<file path="src/rtl/rename_regfile.sv">
// Architectural register file with per-register rename tags for the OoO dispatcher.
// Optional same-cycle commit bypass on the read ports is enabled by defining REGFILE_BYPASS_EN.
module rename_regfile #(
    parameter int ROB_ID_W = 4,
    parameter int DATA_W   = 32
) (
    input  logic                clk,
    input  logic                rst,
    input  logic                rdy,
    input  logic                flush,
    input  logic [4:0]          dsp_rs1,
    input  logic [4:0]          dsp_rs2,
    output logic                rs1_busy,
    output logic [DATA_W-1:0]   rs1_val,
    output logic [ROB_ID_W-1:0] rs1_tag,
    output logic                rs2_busy,
    output logic [DATA_W-1:0]   rs2_val,
    output logic [ROB_ID_W-1:0] rs2_tag,
    input  logic                dsp_rename_en,
    input  logic [4:0]          dsp_rd,
    input  logic [ROB_ID_W-1:0] dsp_rob_id,
    input  logic                cmt_en,
    input  logic [4:0]          cmt_rd,
    input  logic [ROB_ID_W-1:0] cmt_rob_id,
    input  logic [DATA_W-1:0]   cmt_val
);

    // Storage exists only for x1..x31; x0 is synthesised as constant zero in the views.
    logic [DATA_W-1:0]   val_q [1:31];
    logic [ROB_ID_W-1:0] tag_q [1:31];
    logic [31:1]         busy_q;

    logic [DATA_W-1:0]   val_view [0:31];
    logic [ROB_ID_W-1:0] tag_view [0:31];
    logic [31:0]         busy_view;

    logic [31:0] cmt_wr;
    logic [31:0] cmt_clr;
    logic [31:0] ren_hit;

    always_comb begin
        val_view[0] = '0;
        tag_view[0] = '0;
        for (int r = 1; r < 32; r++) begin
            val_view[r] = val_q[r];
            tag_view[r] = tag_q[r];
        end
        busy_view = {busy_q, 1'b0};
    end

    // One-hot decode of commit and rename targets; bit 0 is always clear so x0 never changes.
    always_comb begin
        cmt_wr  = '0;
        cmt_clr = '0;
        ren_hit = '0;
        for (int r = 1; r < 32; r++) begin
            cmt_wr[r]  = cmt_en && (cmt_rd == 5'(r));
            cmt_clr[r] = cmt_wr[r] && busy_q[r] && (tag_q[r] == cmt_rob_id);
            ren_hit[r] = dsp_rename_en && !flush && (dsp_rd == 5'(r));
        end
    end

    generate
        for (genvar g = 1; g < 32; g++) begin : g_reg
            always_ff @(posedge clk) begin
                if (rst) begin
                    val_q[g]  <= '0;
                    tag_q[g]  <= '0;
                    busy_q[g] <= 1'b0;
                end else if (rdy) begin
                    if (cmt_wr[g]) begin
                        val_q[g] <= cmt_val;
                    end
                    // Flush beats rename; rename beats a matching commit (younger owner wins).
                    if (flush) begin
                        busy_q[g] <= 1'b0;
                    end else if (ren_hit[g]) begin
                        busy_q[g] <= 1'b1;
                        tag_q[g]  <= dsp_rob_id;
                    end else if (cmt_clr[g]) begin
                        busy_q[g] <= 1'b0;
                    end
                end
            end
        end
    endgenerate

`ifdef REGFILE_BYPASS_EN
    // cmt_clr already encodes "commit resolves the current owner", which is exactly the bypass condition.
    function automatic logic bypass_hit(input logic [31:0] clr, input logic [4:0] idx);
        return clr[idx];
    endfunction

    always_comb begin
        rs1_tag = tag_view[dsp_rs1];
        rs2_tag = tag_view[dsp_rs2];
        if (bypass_hit(cmt_clr, dsp_rs1)) begin
            rs1_busy = 1'b0;
            rs1_val  = cmt_val;
        end else begin
            rs1_busy = busy_view[dsp_rs1];
            rs1_val  = val_view[dsp_rs1];
        end
        if (bypass_hit(cmt_clr, dsp_rs2)) begin
            rs2_busy = 1'b0;
            rs2_val  = cmt_val;
        end else begin
            rs2_busy = busy_view[dsp_rs2];
            rs2_val  = val_view[dsp_rs2];
        end
    end
`else
    always_comb begin
        rs1_busy = busy_view[dsp_rs1];
        rs1_val  = val_view[dsp_rs1];
        rs1_tag  = tag_view[dsp_rs1];
        rs2_busy = busy_view[dsp_rs2];
        rs2_val  = val_view[dsp_rs2];
        rs2_tag  = tag_view[dsp_rs2];
    end
`endif

endmodule

</file>
<file path="config.mk">
export PLATFORM = sky130hd
export DESIGN_NAME = rename_regfile
export DESIGN_NICKNAME = d
export VERILOG_FILES = /design/src/rtl/rename_regfile.sv
export SDC_FILE = /design/constraint.sdc
export NUM_CORES = 2
export LEC_CHECK = 0
export ABC_CLOCK_PERIOD_IN_PS = 4700
export BUFFER_PORTS_ARGS = -buffer_cell sky130_fd_sc_hd__buf_2
export CAP_MARGIN = 5
export CELL_PAD_IN_SITES_DETAIL_PLACEMENT = 2
export CELL_PAD_IN_SITES_GLOBAL_PLACEMENT = 2
export CORE_ASPECT_RATIO = 0.75
export CORE_MARGIN = 1
export CORE_UTILIZATION = 40
export CTS_CLUSTER_SIZE = 25
export DETAILED_ROUTE_END_ITERATION = 10
export PLACE_DENSITY_LB_ADDON = 0.1
export SLEW_MARGIN = 30
export SYNTH_ARGS = -nofsm -noshare
export SYNTH_HDL_FRONTEND = slang
export SYNTH_SLANG_ARGS = --single-unit
</file>
<file path="constraint.sdc">
create_clock -name clk -period 4.7 [get_ports clk]
set_clock_uncertainty 0.05 [all_clocks]
set_input_delay 0.235 -clock clk [delete_from_list [all_inputs] [get_ports clk]]
set_output_delay 0.235 -clock clk [all_outputs]
set_load 0.05 [all_outputs]
</file>
==> flow_metrics.env <==
export IMPL_nets=4603
export IMPL_synthArstFlopShare_pct=0
export IMPL_crit_type="register to output pin"
export IMPL_port_buffers=139
export IMPL_reg2reg_to="busy_q[16]"
export IMPL_rsz0062_at_grt="no"
export IMPL_setup_ws_ps=904.5
export IMPL_die_y_um=346.4
export IMPL_post_route_min_period_ps=3795
export IMPL_critPathTopFamily="compound AO/OA/AOI/OAI gates"
export IMPL_hold_class="primary input to register"
export IMPL_placed_cell_area_um2=66680
export IMPL_finalWeightedCongestion=0.8940
export IMPL_arrival_ps=3510
export IMPL_overflow=0
export IMPL_grt_pass1_wl_mm=373.9
export IMPL_max_clock_freq_mhz=263.5
export IMPL_slowest_delay_ps=840
export IMPL_crit_slowest_cell="o21ai_1"
export IMPL_via_count=44078
export IMPL_via_per_inst=6.535
export IMPL_synth_edff_count=1116
export IMPL_endpoint_kind="output pin"
export IMPL_grt_max_degree=77
export IMPL_hp_start="cmt_rd[2]"
export IMPL_cp_max_fo=2
export IMPL_path_clk_slew_ps=60
export IMPL_power_density_nw_per_um2=371.4
export IMPL_drive_gt1_share_pct=24.07
export IMPL_ys_seq_area_share_pct=53.97
export IMPL_antenna_found_initial=43
export IMPL_drtAntennaViolNets=0
export IMPL_cts_buffers_inserted=133
export IMPL_worstPathCellList="mux4_2 > a22o_1 > o21ai_1 > o31ai_1 > buf_2"
export IMPL_dp_slack_ps=973.4
export IMPL_core_um2=155900
export IMPL_first_global_vias=45920
export IMPL_hold_path_cell_count=4
export IMPL_r2r_start="tag_q[0][65]"
export IMPL_tightest_slew_ps=1082
export IMPL_post_route_cell_area_um2=71080
export IMPL_slew_viol_final=0
export IMPL_drt_first_pass_iters=5
export IMPL_dieArea_um2=159700
export IMPL_synthToLayoutAreaGrowth_pct=12.39
export IMPL_ys_ff_latch=1147
export IMPL_cts_resized=0
export IMPL_reg2reg_setup_slack_ps=1760
export IMPL_reg2reg_depth=6
export IMPL_cts_sinks=1147
export IMPL_fp_row_count=125
export IMPL_fin_tns_setup_ps=0
export IMPL_drc_errors=0
export IMPL_clk_root_buffer_cell="clkbuf_16"
export IMPL_drtIter0Drc=5391
export IMPL_whs_endpoint="busy_q[28]"
export IMPL_syn_inst=4555
export IMPL_synth_area_um2=63250
export IMPL_routedWlPerCell_um=39.86
export IMPL_io_pins=140
export IMPL_dieWidth_um=461.2
export IMPL_yosysWarnings=0
export IMPL_synth_avg_cell_area_um2=13.89
export IMPL_maxCapViolCount=0
export IMPL_synth_main_ff_cell="edfxtp_1"
export IMPL_dp_hpwl_mm=167.8
export IMPL_status="finished clean"
export IMPL_total_power_mw=26.40
export IMPL_hold_violations=0
export IMPL_post_cts_buffers=0
export IMPL_clk_path_buf_depth=3
export IMPL_initial_utilization_pct=40.56
export IMPL_cts_tree="built"
export IMPL_synth_cell_types=44
export IMPL_cp_start_kind="register"
export IMPL_clock_latency_ps=780
export IMPL_p_leak_nw=24.77
export IMPL_finalSetupViolCount=0
export IMPL_ir_drop_mv=0.3456
export IMPL_syn_nets=4621
export IMPL_grtUsageTotal_pct=33.69
export IMPL_cp_num_buf_inv=1
export IMPL_relSlewSlack_pct=27.38
export IMPL_htreeDepth=4
export IMPL_required_ps=4410
export IMPL_wl_mm=268.8
export IMPL_final_period_utilization_pct=80.75
[how the worst max path moves through the flow]
stage                        startpoint           end  slack [ps]  cells after the start
after global routing         dsp_rs1[0]   rs1_val[30]         890                      8
after CTS                    dsp_rs1[0]   rs1_val[31]         960                      7
after global placement       dsp_rs1[0]   rs1_val[30]        1020                      7
after floorplan               cmt_rd[2]  val_q[0][32]         900                      4
final                     val_q[0][806]    rs1_val[6]         900                      5
after detailed placement     dsp_rs1[0]   rs1_val[31]         970                      7
[worst register-to-register path, delay by kind of cell, from the launching register on]
kind | cells | cell delay (ps)
AOI/OAI and AO/OA | 1 | 250
xor gates and xnor gates | 1 | 200
buffers and inverters | 2 | 1160
DFF | 1 | 490
and+or+nand+nor | 2 | 670
[synthesized netlist by cell type (39+ instances only)]
library cell | number | area, µm²
mux2i_1 | 185 | 1852
nand2_1 | 133 | 499.2
mux2_2 | 74 | 833.3
clkbuf_1 | 365 | 1370
a211oi_1 | 74 | 555.5
nor2_1 | 64 | 240.2
buf_2 | 57 | 285.3
and3_1 | 39 | 244.0
buf_4 | 40 | 300.3
xor2_1 | 78 | 683.2
edfxtp_1 | 1116 | 33510
and2_1 | 1155 | 7226
o21ai_0 | 48 | 240.2
mux4_2 | 444 | 10000
o22ai_1 | 75 | 469.2
xnor2_1 | 46 | 402.9
o21ai_1 | 74 | 370.4
o31ai_1 | 76 | 570.6
a22o_1 | 222 | 1944
[cells by family (layout without fill, tap and decap cells)]
family / Yosys count / after routing / share of synthesized area [%]
xor+xnor: 124 / 124 / 1.717
buf+inv: 485 / 566 / 3.302
compound gates: 601 / 601 / 6.997
mux: 703 / 703 / 20.06
flops: 1147 / 1147 / 53.97
simple gates: 1495 / 1495 / 13.96
other cells: 0 / 14 / 0
[repair_timing]
action	in CTS	in global routing
hold buffers	5	0
setup endpoints to repair	0	0
hold endpoints to repair	2	0
[layout make-up]
class,count,area [µm²]
fill,14874,84850
tap,2095,2621
inverter,4,16.27
timing repair buffer,328,2495
sequential,1147,34130
antenna,14,35.03
clock buffer,178,3677
multi-input combinational,2923,27530
clock inverter,56,574.3
[registers in the layout (all words and copies together) (netlist names)]
signal and cells:
tag_q 124, val_q 992, busy_q 31
[metrics by stage]
stage	hold WS (ps)	cells	util (%)
after floorplan	383.2	4555	-
after global placement	437.4	6490	42.76
after detailed placement	455.6	6490	42.76
after CTS	2.006	6729	45.52
after global routing	77.05	6736	45.57
final	62.75	6745	45.59
[layer usage]
metal / GRT usage [%] / part of all wire [%]
met4: 10.54 / 2.9
met5: 0 / 0.017
met1: 47.85 / 42
met3: 8.634 / 10
met2: 50.37 / 45
[layout by cell type (no fill, tap or decap), types with 10 or more instances in the layout]
cell type / instances
a211oi_1: 74
a22o_1: 222
a31o_2: 19
and2_1: 1153
and3_1: 38
buf_12: 22
buf_2: 130
buf_4: 165
bufinv_16: 12
clkbuf_1: 36
clkbuf_16: 141
clkinv_1: 26
clkinv_2: 11
dfxtp_1: 31
diode_2: 14
edfxtp_1: 1116
mux2_2: 74
mux2i_1: 185
mux4_2: 444
nand2_1: 112
nand2_2: 16
nand3_1: 29
nand4_1: 13
nor2_1: 34
nor2_4: 30
nor4_1: 19
o21ai_0: 37
o21ai_1: 73
o21ai_4: 10
o22ai_1: 75
o311ai_0: 10
o31ai_1: 75
xnor2_1: 46
xor2_1: 78
[power breakdown]
group / internal, mW / total [mW] / switching, mW
Sequential: 11.8 / 12.1 / 0.382
Combinational: 1.27 / 3.65 / 2.38
Clock: 6.14 / 10.6 / 4.49
Total: 19.2 / 26.4 / 7.24
(Power assumes the default switching activity.)
